`src/rtl/p_bool_mac_seq_pkg.sv`:
```
// Shared types for the sequential bool MAC: data-format descriptor, default
// fixed-point format and the engine FSM state encoding.
package p_bool_mac_seq_pkg;

    typedef struct packed {
        logic       sign;
        logic [7:0] prec;
    } dconf_t;

    localparam dconf_t DEF_DCONF_FXP = '{sign: 1'b1, prec: 8'd16};

    typedef enum logic [1:0] {
        IDLE = 2'd0,
        RUN  = 2'd1,
        DONE = 2'd2
    } state_t;

    function automatic int idx_width(input int n);
        return (n <= 1) ? 1 : $clog2(n);
    endfunction

endpackage

```
`src/rtl/p_bool_mac_seq_if.sv`:
```
// Operand/result handshake bundle for p_bool_mac_seq (valid/ready on both sides).
interface p_bool_mac_seq_if #(
    parameter int N       = 16,
    parameter int I2_PREC = 16,
    parameter int O_PREC  = 16
);
    logic                 in_valid;
    logic                 in_ready;
    logic [N-1:0]         in1;
    logic [N*I2_PREC-1:0] in2;
    logic                 out_valid;
    logic                 out_ready;
    logic [O_PREC-1:0]    out;
    logic                 out_sat;

    modport master (
        output in_valid, in1, in2, out_ready,
        input  in_ready, out_valid, out, out_sat
    );

    modport slave (
        input  in_valid, in1, in2, out_ready,
        output in_ready, out_valid, out, out_sat
    );
endinterface

```
`src/rtl/p_bool_mac_seq_mult.sv`:
```
// Bool-by-weight product: signed mode yields +/-weight (negation wraps in I2_PREC
// bits, then sign-extends); bool mode yields the XNOR match bit zero-extended.
module p_bool_mult
    import p_bool_mac_seq_pkg::*;
#(
    parameter dconf_t I2_CONF = DEF_DCONF_FXP,
    parameter dconf_t O_CONF  = DEF_DCONF_FXP
) (
    input  logic                          i_a,
    input  logic [int'(I2_CONF.prec)-1:0] i_b,
    output logic [int'(O_CONF.prec)-1:0]  o_p
);
    localparam int I2_PREC = int'(I2_CONF.prec);
    localparam int O_PREC  = int'(O_CONF.prec);

    generate
        if (I2_CONF.sign) begin : g_signed
            logic [I2_PREC-1:0] w_neg;
            logic [I2_PREC-1:0] w_sel;
            assign w_neg = -i_b;
            assign w_sel = i_a ? i_b : w_neg;
            assign o_p   = O_PREC'($signed(w_sel));
        end else begin : g_bool
            logic w_eq;
            logic w_unused_b;
            // Only bit 0 of a bool weight carries information.
            assign w_eq       = (i_a == i_b[0]);
            assign w_unused_b = ^i_b;
            assign o_p        = O_PREC'(w_eq);
        end
    endgenerate
endmodule

```
`src/rtl/p_bool_mac_seq.sv`:
```
// Sequential N-step dot product of a bool vector and a weight vector using one
// shared p_bool_mult. Optional per-step saturation via P_BOOL_MAC_SAT_EN.
module p_bool_mac_seq
    import p_bool_mac_seq_pkg::*;
#(
    parameter dconf_t I2_CONF = DEF_DCONF_FXP,
    parameter dconf_t O_CONF  = DEF_DCONF_FXP,
    parameter int     N       = 16
) (
    input  logic           clk,
    input  logic           reset,
    p_bool_mac_seq_if.slave bus
);
    localparam int I2_PREC = int'(I2_CONF.prec);
    localparam int O_PREC  = int'(O_CONF.prec);
    localparam int IW      = idx_width(N);

    state_t               r_state;
    state_t               w_next;
    logic [IW-1:0]        r_idx;
    logic [N-1:0]         r_in1;
    logic [N*I2_PREC-1:0] r_in2;
    logic [O_PREC-1:0]    r_acc;
    logic [O_PREC-1:0]    w_prod;
    logic [O_PREC-1:0]    w_sum;
    logic                 w_accept;
    logic                 w_last;
    logic                 w_a;
    logic [I2_PREC-1:0]   w_b;

    assign w_accept = bus.in_valid && (r_state == IDLE);
    assign w_last   = (r_idx == IW'(N - 1));
    // Shift-based element select keeps N=1 (1-bit index) legal.
    assign w_a      = 1'(r_in1 >> r_idx);
    assign w_b      = I2_PREC'(r_in2 >> (r_idx * I2_PREC));

    p_bool_mult #(
        .I2_CONF(I2_CONF),
        .O_CONF (O_CONF)
    ) u_mult (
        .i_a(w_a),
        .i_b(w_b),
        .o_p(w_prod)
    );

    always_ff @(posedge clk) begin
        if (reset) r_state <= IDLE;
        else       r_state <= w_next;
    end

    always_comb begin
        w_next = r_state;
        case (r_state)
            IDLE:    if (w_accept)      w_next = RUN;
            RUN:     if (w_last)        w_next = DONE;
            DONE:    if (bus.out_ready) w_next = IDLE;
            default:                    w_next = IDLE;
        endcase
    end

    always_comb begin
        bus.in_ready  = 1'b0;
        bus.out_valid = 1'b0;
        case (r_state)
            IDLE:    bus.in_ready  = 1'b1;
            DONE:    bus.out_valid = 1'b1;
            default: ;
        endcase
    end

    assign bus.out = r_acc;

`ifdef P_BOOL_MAC_SAT_EN
    logic w_clamp;
    logic r_sat;

    generate
        if (I2_CONF.sign) begin : g_ssat
            logic [O_PREC:0] w_wide;
            assign w_wide  = {r_acc[O_PREC-1], r_acc} + {w_prod[O_PREC-1], w_prod};
            // Overflow shows up as disagreement between the two top bits.
            assign w_clamp = w_wide[O_PREC] ^ w_wide[O_PREC-1];
            assign w_sum   = !w_clamp      ? w_wide[O_PREC-1:0] :
                             w_wide[O_PREC] ? {1'b1, {(O_PREC-1){1'b0}}} :
                                              {1'b0, {(O_PREC-1){1'b1}}};
        end else begin : g_usat
            logic [O_PREC:0] w_wide;
            assign w_wide  = {1'b0, r_acc} + {1'b0, w_prod};
            assign w_clamp = w_wide[O_PREC];
            assign w_sum   = w_clamp ? {O_PREC{1'b1}} : w_wide[O_PREC-1:0];
        end
    endgenerate

    always_ff @(posedge clk) begin
        if (reset)                       r_sat <= 1'b0;
        else if (w_accept)               r_sat <= 1'b0;
        else if (r_state == RUN)         r_sat <= r_sat | w_clamp;
    end

    assign bus.out_sat = r_sat;
`else
    assign w_sum       = r_acc + w_prod;
    assign bus.out_sat = 1'b0;
`endif

    always_ff @(posedge clk) begin
        if (reset) begin
            r_idx <= '0;
            r_acc <= '0;
            r_in1 <= '0;
            r_in2 <= '0;
        end else begin
            case (r_state)
                IDLE: if (w_accept) begin
                    r_in1 <= bus.in1;
                    r_in2 <= bus.in2;
                    r_acc <= '0;
                    r_idx <= '0;
                end
                RUN: begin
                    r_acc <= w_sum;
                    if (!w_last) r_idx <= r_idx + IW'(1);
                end
                default: ;
            endcase
        end
    end
endmodule
```
`src/flat_wrapper.sv`:
```
// flat-port wrapper written by rule: the top's interface ports become plain ports
module p_bool_mac_seq_flat import p_bool_mac_seq_pkg::*;
#(
    parameter dconf_t I2_CONF = DEF_DCONF_FXP,
    parameter dconf_t O_CONF  = DEF_DCONF_FXP,
    parameter int     N       = 16
)
  (clk, reset, bus_in_valid, bus_in1, bus_in2, bus_out_ready, bus_in_ready, bus_out_valid, bus_out, bus_out_sat);
  p_bool_mac_seq_if #(.N(N)) bus_i ();
  input  logic clk;
  input  logic reset;
  input wire logic [$bits(bus_i.in_valid)-1:0] bus_in_valid;
  input wire logic [$bits(bus_i.in1)-1:0] bus_in1;
  input wire logic [$bits(bus_i.in2)-1:0] bus_in2;
  input wire logic [$bits(bus_i.out_ready)-1:0] bus_out_ready;
  output wire logic [$bits(bus_i.in_ready)-1:0] bus_in_ready;
  output wire logic [$bits(bus_i.out_valid)-1:0] bus_out_valid;
  output wire logic [$bits(bus_i.out)-1:0] bus_out;
  output wire logic [$bits(bus_i.out_sat)-1:0] bus_out_sat;
  assign bus_i.in_valid = bus_in_valid;
  assign bus_i.in1 = bus_in1;
  assign bus_i.in2 = bus_in2;
  assign bus_i.out_ready = bus_out_ready;
  assign bus_in_ready = bus_i.in_ready;
  assign bus_out_valid = bus_i.out_valid;
  assign bus_out = bus_i.out;
  assign bus_out_sat = bus_i.out_sat;
  p_bool_mac_seq #(.I2_CONF(I2_CONF), .O_CONF(O_CONF), .N(N)) u_core (.clk(clk), .reset(reset), .bus(bus_i));
endmodule
```
`config.mk`:
```
export PLATFORM = sky130hd
export DESIGN_NAME = p_bool_mac_seq_flat
export DESIGN_NICKNAME = d
export VERILOG_FILES = /design/src/rtl/p_bool_mac_seq_pkg.sv /design/src/rtl/p_bool_mac_seq_if.sv /design/src/rtl/p_bool_mac_seq_mult.sv /design/src/rtl/p_bool_mac_seq.sv /design/src/flat_wrapper.sv
export SDC_FILE = /design/constraint.sdc
export NUM_CORES = 1
export LEC_CHECK = 0
export BUFFER_PORTS_ARGS = -buffer_cell sky130_fd_sc_hd__buf_2
export CAP_MARGIN = 20
export CORE_AREA = 4 4 194 196
export DETAILED_ROUTE_END_ITERATION = 10
export DIE_AREA = 0 0 198 200
export PLACE_DENSITY_LB_ADDON = 0.3
export SKIP_LAST_GASP = 1
export SYNTH_ARGS = -nofsm -noshare
export SYNTH_HDL_FRONTEND = slang
export SYNTH_SLANG_ARGS = --single-unit
```
`constraint.sdc`:
```
create_clock -name clk -period 8.4 [get_ports clk]
set_clock_uncertainty 0.2 [all_clocks]
set_input_delay 1.26 -clock clk [delete_from_list [all_inputs] [get_ports clk]]
set_output_delay 1.26 -clock clk [all_outputs]
set_load 0.1 [all_outputs]
```
Word-level counts from Yosys, hierarchy flattened
Cells that the tools add are included.

Eq/ne operators: 7. Multiplexer cells: 12. $add $sub $neg: 3. Shifts and indexed selects: 2. Reduce and logical (&&, ||, !) cells: 7.

Operator list (number): 256-bit by 8-bit >> shifter with 16-bit output (1); 16-bit two-way mux (2); 16-bit case mux with 2 select lines (1); 16-bit adder (1); 16-bit negation (1); 16-bit by 4-bit >> shifter with 1-bit output (1); 4-bit two-way mux (2); 4-bit case mux with 2 select lines (1); 2-bit two-way mux (3); 2-bit case mux with 3 select lines (1); 3-bit AND reduction (2); 4-bit by 1-bit adder with 4-bit output (second input constant) (1); 4-bit equality test (second input constant) (1); 2-bit by 1-bit inequality test with 1-bit output (second input constant) (2); 2-bit inequality test (second input constant) (2); 2-bit AND reduction (2); 2-bit by 1-bit equality test with 1-bit output (second input constant) (1); 2-bit equality test (second input constant) (1); 2-bit logical NOT (1); 1-bit two-way mux (2); 2-bit nonzero test (1); 1-bit logical AND (1).

Logic and storage cells: 36. Register bits after elaboration: 294.

Logic depth before layout (Yosys ltp)
Depth after elaboration: 5. Gate-level depth with buffers: 22. Depth with buffers taken out: 19.

Hierarchy
Synthesis repeated with hierarchy kept, for this count alone.

Cells, all modules: 1593. Area total of the unflattened synthesis: 13357.8 um^2.

By module, submodules not included: p_bool_mac_seq (sequential area each 5885.6 um^2, area an instance 12988.7 um^2, instances 1, cells an instance 1542); p_bool_mult (sequential area each 0.0 um^2, area an instance 369.1 um^2, instances 1, cells an instance 51).

Worst setup path after synthesis
Ideal clock, no wire load.

Path kind: register to register. Start: register u_core.r_idx[1]. End: register u_core.r_acc[12], in the netlist u_core.bus.out[12]. Required time: 8.099 ns. Arrival time: 4.348 ns. Stages on the path, launching flop included: 20. Slack: 3.751 ns. Cell sequence: dfxtp_1 buf_6 buf_6 buf_2 buf_2 mux4_2 mux4_2 clkbuf_1 nor2_1 xor2_1 ha_1 nor2b_1 o21ai_0 a21oi_1 o21a_1 o21a_1 o211a_1 o221a_2 o21a_1 o41ai_1.

Longest elaborated chain between the ends: 5. Elaborated cells between the ends (all ways): 6. Those cells by class: add/sub: 2; shift: 2; mux: 2.

Ends and longest elaborated chain: start: declaration (line p_bool_mac_seq.sv:20) `logic [IW-1:0] r_idx;`; start signal: assignment (line p_bool_mac_seq.sv:122) `if (!w_last) r_idx <= r_idx + IW'(1);`; 256-bit by 8-bit >> shifter with 16-bit output (line p_bool_mac_seq.sv:35) `assign w_b = I2_PREC'(r_in2 >> (r_idx * I2_PREC));`; 16-bit negation (line p_bool_mac_seq_mult.sv:20) `assign w_neg = -i_b;`; 16-bit two-way mux (*) (line p_bool_mac_seq_mult.sv:21) `assign w_sel = i_a ? i_b : w_neg;`; 16-bit adder (*) (line p_bool_mac_seq.sv:102) `assign w_sum = r_acc + w_prod;`; 16-bit case mux with 2 select lines (*) (line p_bool_mac_seq.sv:113) `case (r_state)`; end signal: assignment (line p_bool_mac_seq.sv:121) `r_acc <= w_sum;`; end: declaration (line p_bool_mac_seq.sv:23) `logic [O_PREC-1:0] r_acc;`.

Every way passes the cells marked *; elsewhere a longest branch is shown, timed or not. A chain may end at the register's enable or synchronous reset.

Final worst setup path
Start: register u_core.r_idx[1]. End: register u_core.r_acc[15], in the netlist u_core.bus.out[15].

Same word-level chain as after synthesis.

==> metrics <==
Reg-to-Reg End=u_core.bus.out[15]; synthesized area per cell=8.42 um^2; synthesis-stage register bit count=just under 300; post-synthesis cell area=0.0131 mm^2; WL/cell=around 18 um; leading area contributor after synthesis=dfxtp_1; # clock sinks=approximately 290; Final HPWL DP=31000 um; final period demand of the worst path=~5.5 ns; crit path launch type=register; Hold Path Depth=2; Critical Path Max Stage Delay=between 0.7 and 0.8 ns; row count=70; DR iter-0 viols=a little over 900; Crit path depth=16; Synth cell types=slightly above 50; routed wire length=between 40000 and 50000 um; critical path arrival=approximately 5.7 ns; Buf/Inv on CP=1; unrepaired setup endpoints after global routing=no; first-pass GRT wire length=between 60000 and 70000 um; Slew Limit Fails=0; hold endpoint=u_core.r_in2[185]; post_cts resized=0; crit path capture type=register; Syn Inst Count=approximately 1600; FILL cells=approximately 3700; final core utilization=0.441; CP Class=reg2reg; DP Area=approximately 0.015 mm^2; WP data required=8.59 ns; Worst Tran Pin Value=around 1.1 ns; port bufs=just under 300; initial antenna violation count=0; crit-path max FO=36; clk_lat worst skew=0.55 ns; Worst Reg2Reg Path Length in Cells=16; clk root buf=clkbuf_16; Die Y=about 200 um; Final Hold Viols=0; Pwr Density=230 mW/mm^2; die area=between 0.03 and 0.04 mm^2; Vias/cell=around 5.2; vias=roughly 12000; Hold Crit Start=u_core.r_in2[185]; commonest non-fill, non-tap cells in the layout=nand2_1, buf_2, dfxtp_1; Leak=~6.4 nW; crit-path cells=buf_4 > mux4_2 > mux2_2 > or3_1 > a211oi_2 > a21oi_1 > xnor2_1 > ha_1 > and2_1 > o21ai_0 > o31ai_1 > o41a_1 > a221oi_1 > xnor2_1 > mux2i_1 > a21oi_1; antenna cell count=0; fin crit share=0.656; Overflow after GRT=0; total number of yosys warnings=0; GRT Util Overall=0.203; dominant cells by area after synthesis=dfxtp_1, nand2_1, mux4_2; Slew HR=0.256; Slowest-stage cell, CP=dfxtp_4; largest net degree at the start of global routing=211; Die W=a little under 200 um; Longest Clk Path Bufs=3; Peak Freq=approximately 0.18 GHz; Ports=between 200 and 300; Core Region=between 0.03 and 0.04 mm^2; status=complete, no violations; Hold WC Path Type=reg2reg; max_cap viols=0; DR pass1 iterations=5; Worst path top cell family by delay=compound AO/OA/AOI/OAI gates; flop2flop setup slack=a little under 3 ns; vias in the first global route=11500; DRC=0; setup tns final=0 ns; fraction of layout cells with a size suffix above 1=0.244; # setup viols final=0; area grow syn2layout=20.9%; Syn Nets=roughly 1900; design area=0.0159 mm^2; cts-stage hold buffer count=0; routability cong.=~0.9; CTS clock-pin slew for the worst setup and hold paths=approximately 0.060 ns; EDFF count, synth=0; Async SR Flop Fraction=0; Synth top area share=0.448; Max VDD drop=~0.14 mV; nets@finish=~2100; Seq/Total Area, Yosys=0.448; CTS Buf Count=31; most common cell after layout, fill and taps aside=nand2_1; CTS H-Tree Depth=1; Synth Flop Type=dfxtp_1; worst r2r src=u_core.r_idx[1]; post-CTS setup buffers=0; CTS tree=done; Starting Density=0.364; post-route ant nets=0
worst max path at each step:
stage / startpoint / endpoint / slack (ns)
floorplan: u_core.r_idx[1] / u_core.bus.out[12] / 3.75
global placement: u_core.r_idx[1] / u_core.bus.out[15] / 2.99
detailed placement: u_core.r_idx[1] / u_core.bus.out[15] / 2.91
CTS: u_core.r_idx[1] / u_core.bus.out[15] / 2.89
global route: u_core.r_idx[0] / u_core.bus.out[12] / 2.57
finish: u_core.r_idx[1] / u_core.bus.out[15] / 2.89
worst register-to-register path: cells and delay by family (launching register included):
kind	cells	cell delay, ns
buffers and inverters	1	0.53
XOR/XNOR	2	0.41
flip-flops	1	0.74
multiplexers	3	1.07
AO/OA/AOI/OAI	7	1.53
AND/OR/NAND/NOR	2	0.56
adder cells (fa/ha/maj)	1	0.31
per-stage QoR:
step | worst slack [ns] | cells | total power [mW] | hold WS (ns)
global route | 2.57 | 2268 | 3.82 | 0.264
floorplan | 3.75 | 1562 | 2.04 | 0.233
global placement | 2.99 | 2210 | 2.24 | 0.239
detailed placement | 2.91 | 2210 | 2.25 | 0.243
finish | 2.89 | 2268 | 3.66 | 0.251
CTS | 2.89 | 2267 | 3.69 | 0.252
layout make-up:
class | count | area, um^2 | share of cell area
clock buffers | 49 | 943 | 0.0593
clock inverters | 8 | 140 | 0.00881
inverters | 7 | 26.3 | 0.00165
multi-input cells | 1138 | 6740 | 0.424
flip-flops and latches | 294 | 5890 | 0.371
well taps | 468 | 586 | 0.0368
repair buffers | 304 | 1570 | 0.0988
registers in the layout, indices dropped and copies added, names as in the netlist:
signal,cells
u_core.bus.out,16
u_core.r_idx,4
u_core.r_in1,16
u_core.r_in2,256
u_core.r_state,2
layer usage:
metal | share of wire | vias to the layer above | track usage
li1 | - | 5746 | -
met1 | 0.45 | 5583 | 0.284
met2 | 0.48 | 345 | 0.338
met3 | 0.054 | 57 | 0.0250
met4 | 0.024 | 0 | 0.0515
met5 | 0 | - | 0
cells by family (layout without fill, tap and decap cells):
group | count (synthesis) | after routing | synth area share
simple gates | 647 | 647 | 0.192
buf+inv | 130 | 368 | 0.0406
mux | 85 | 85 | 0.133
flops | 294 | 294 | 0.448
fa+ha+maj | 21 | 21 | 0.0206
other cells | 1 | 1 | 0.000285
compound gates | 360 | 360 | 0.150
xor+xnor | 24 | 24 | 0.0160
cell usage after synthesis, types with 8 or more instances:
cell,count
nand2_1,574
a21oi_1,290
clkbuf_1,96
xor2_1,11
mux4_2,71
nor2_1,30
ha_1,20
mux2i_1,8
o21ai_0,14
dfxtp_1,294
xnor2_1,13
buf_1,9
a22oi_1,22
buf_2,13
or3_1,9
report_power, final:
| part | internal (mW) | total [mW] | switching, mW |
|---|---|---|---|
| Combinational | 0.260 | 0.669 | 0.408 |
| Clock | 0.886 | 1.44 | 0.550 |
| Sequential | 1.49 | 1.55 | 0.0671 |
| Total | 2.63 | 3.66 | 1.03 |
Note: power is estimated with default switching activity, not from simulation.
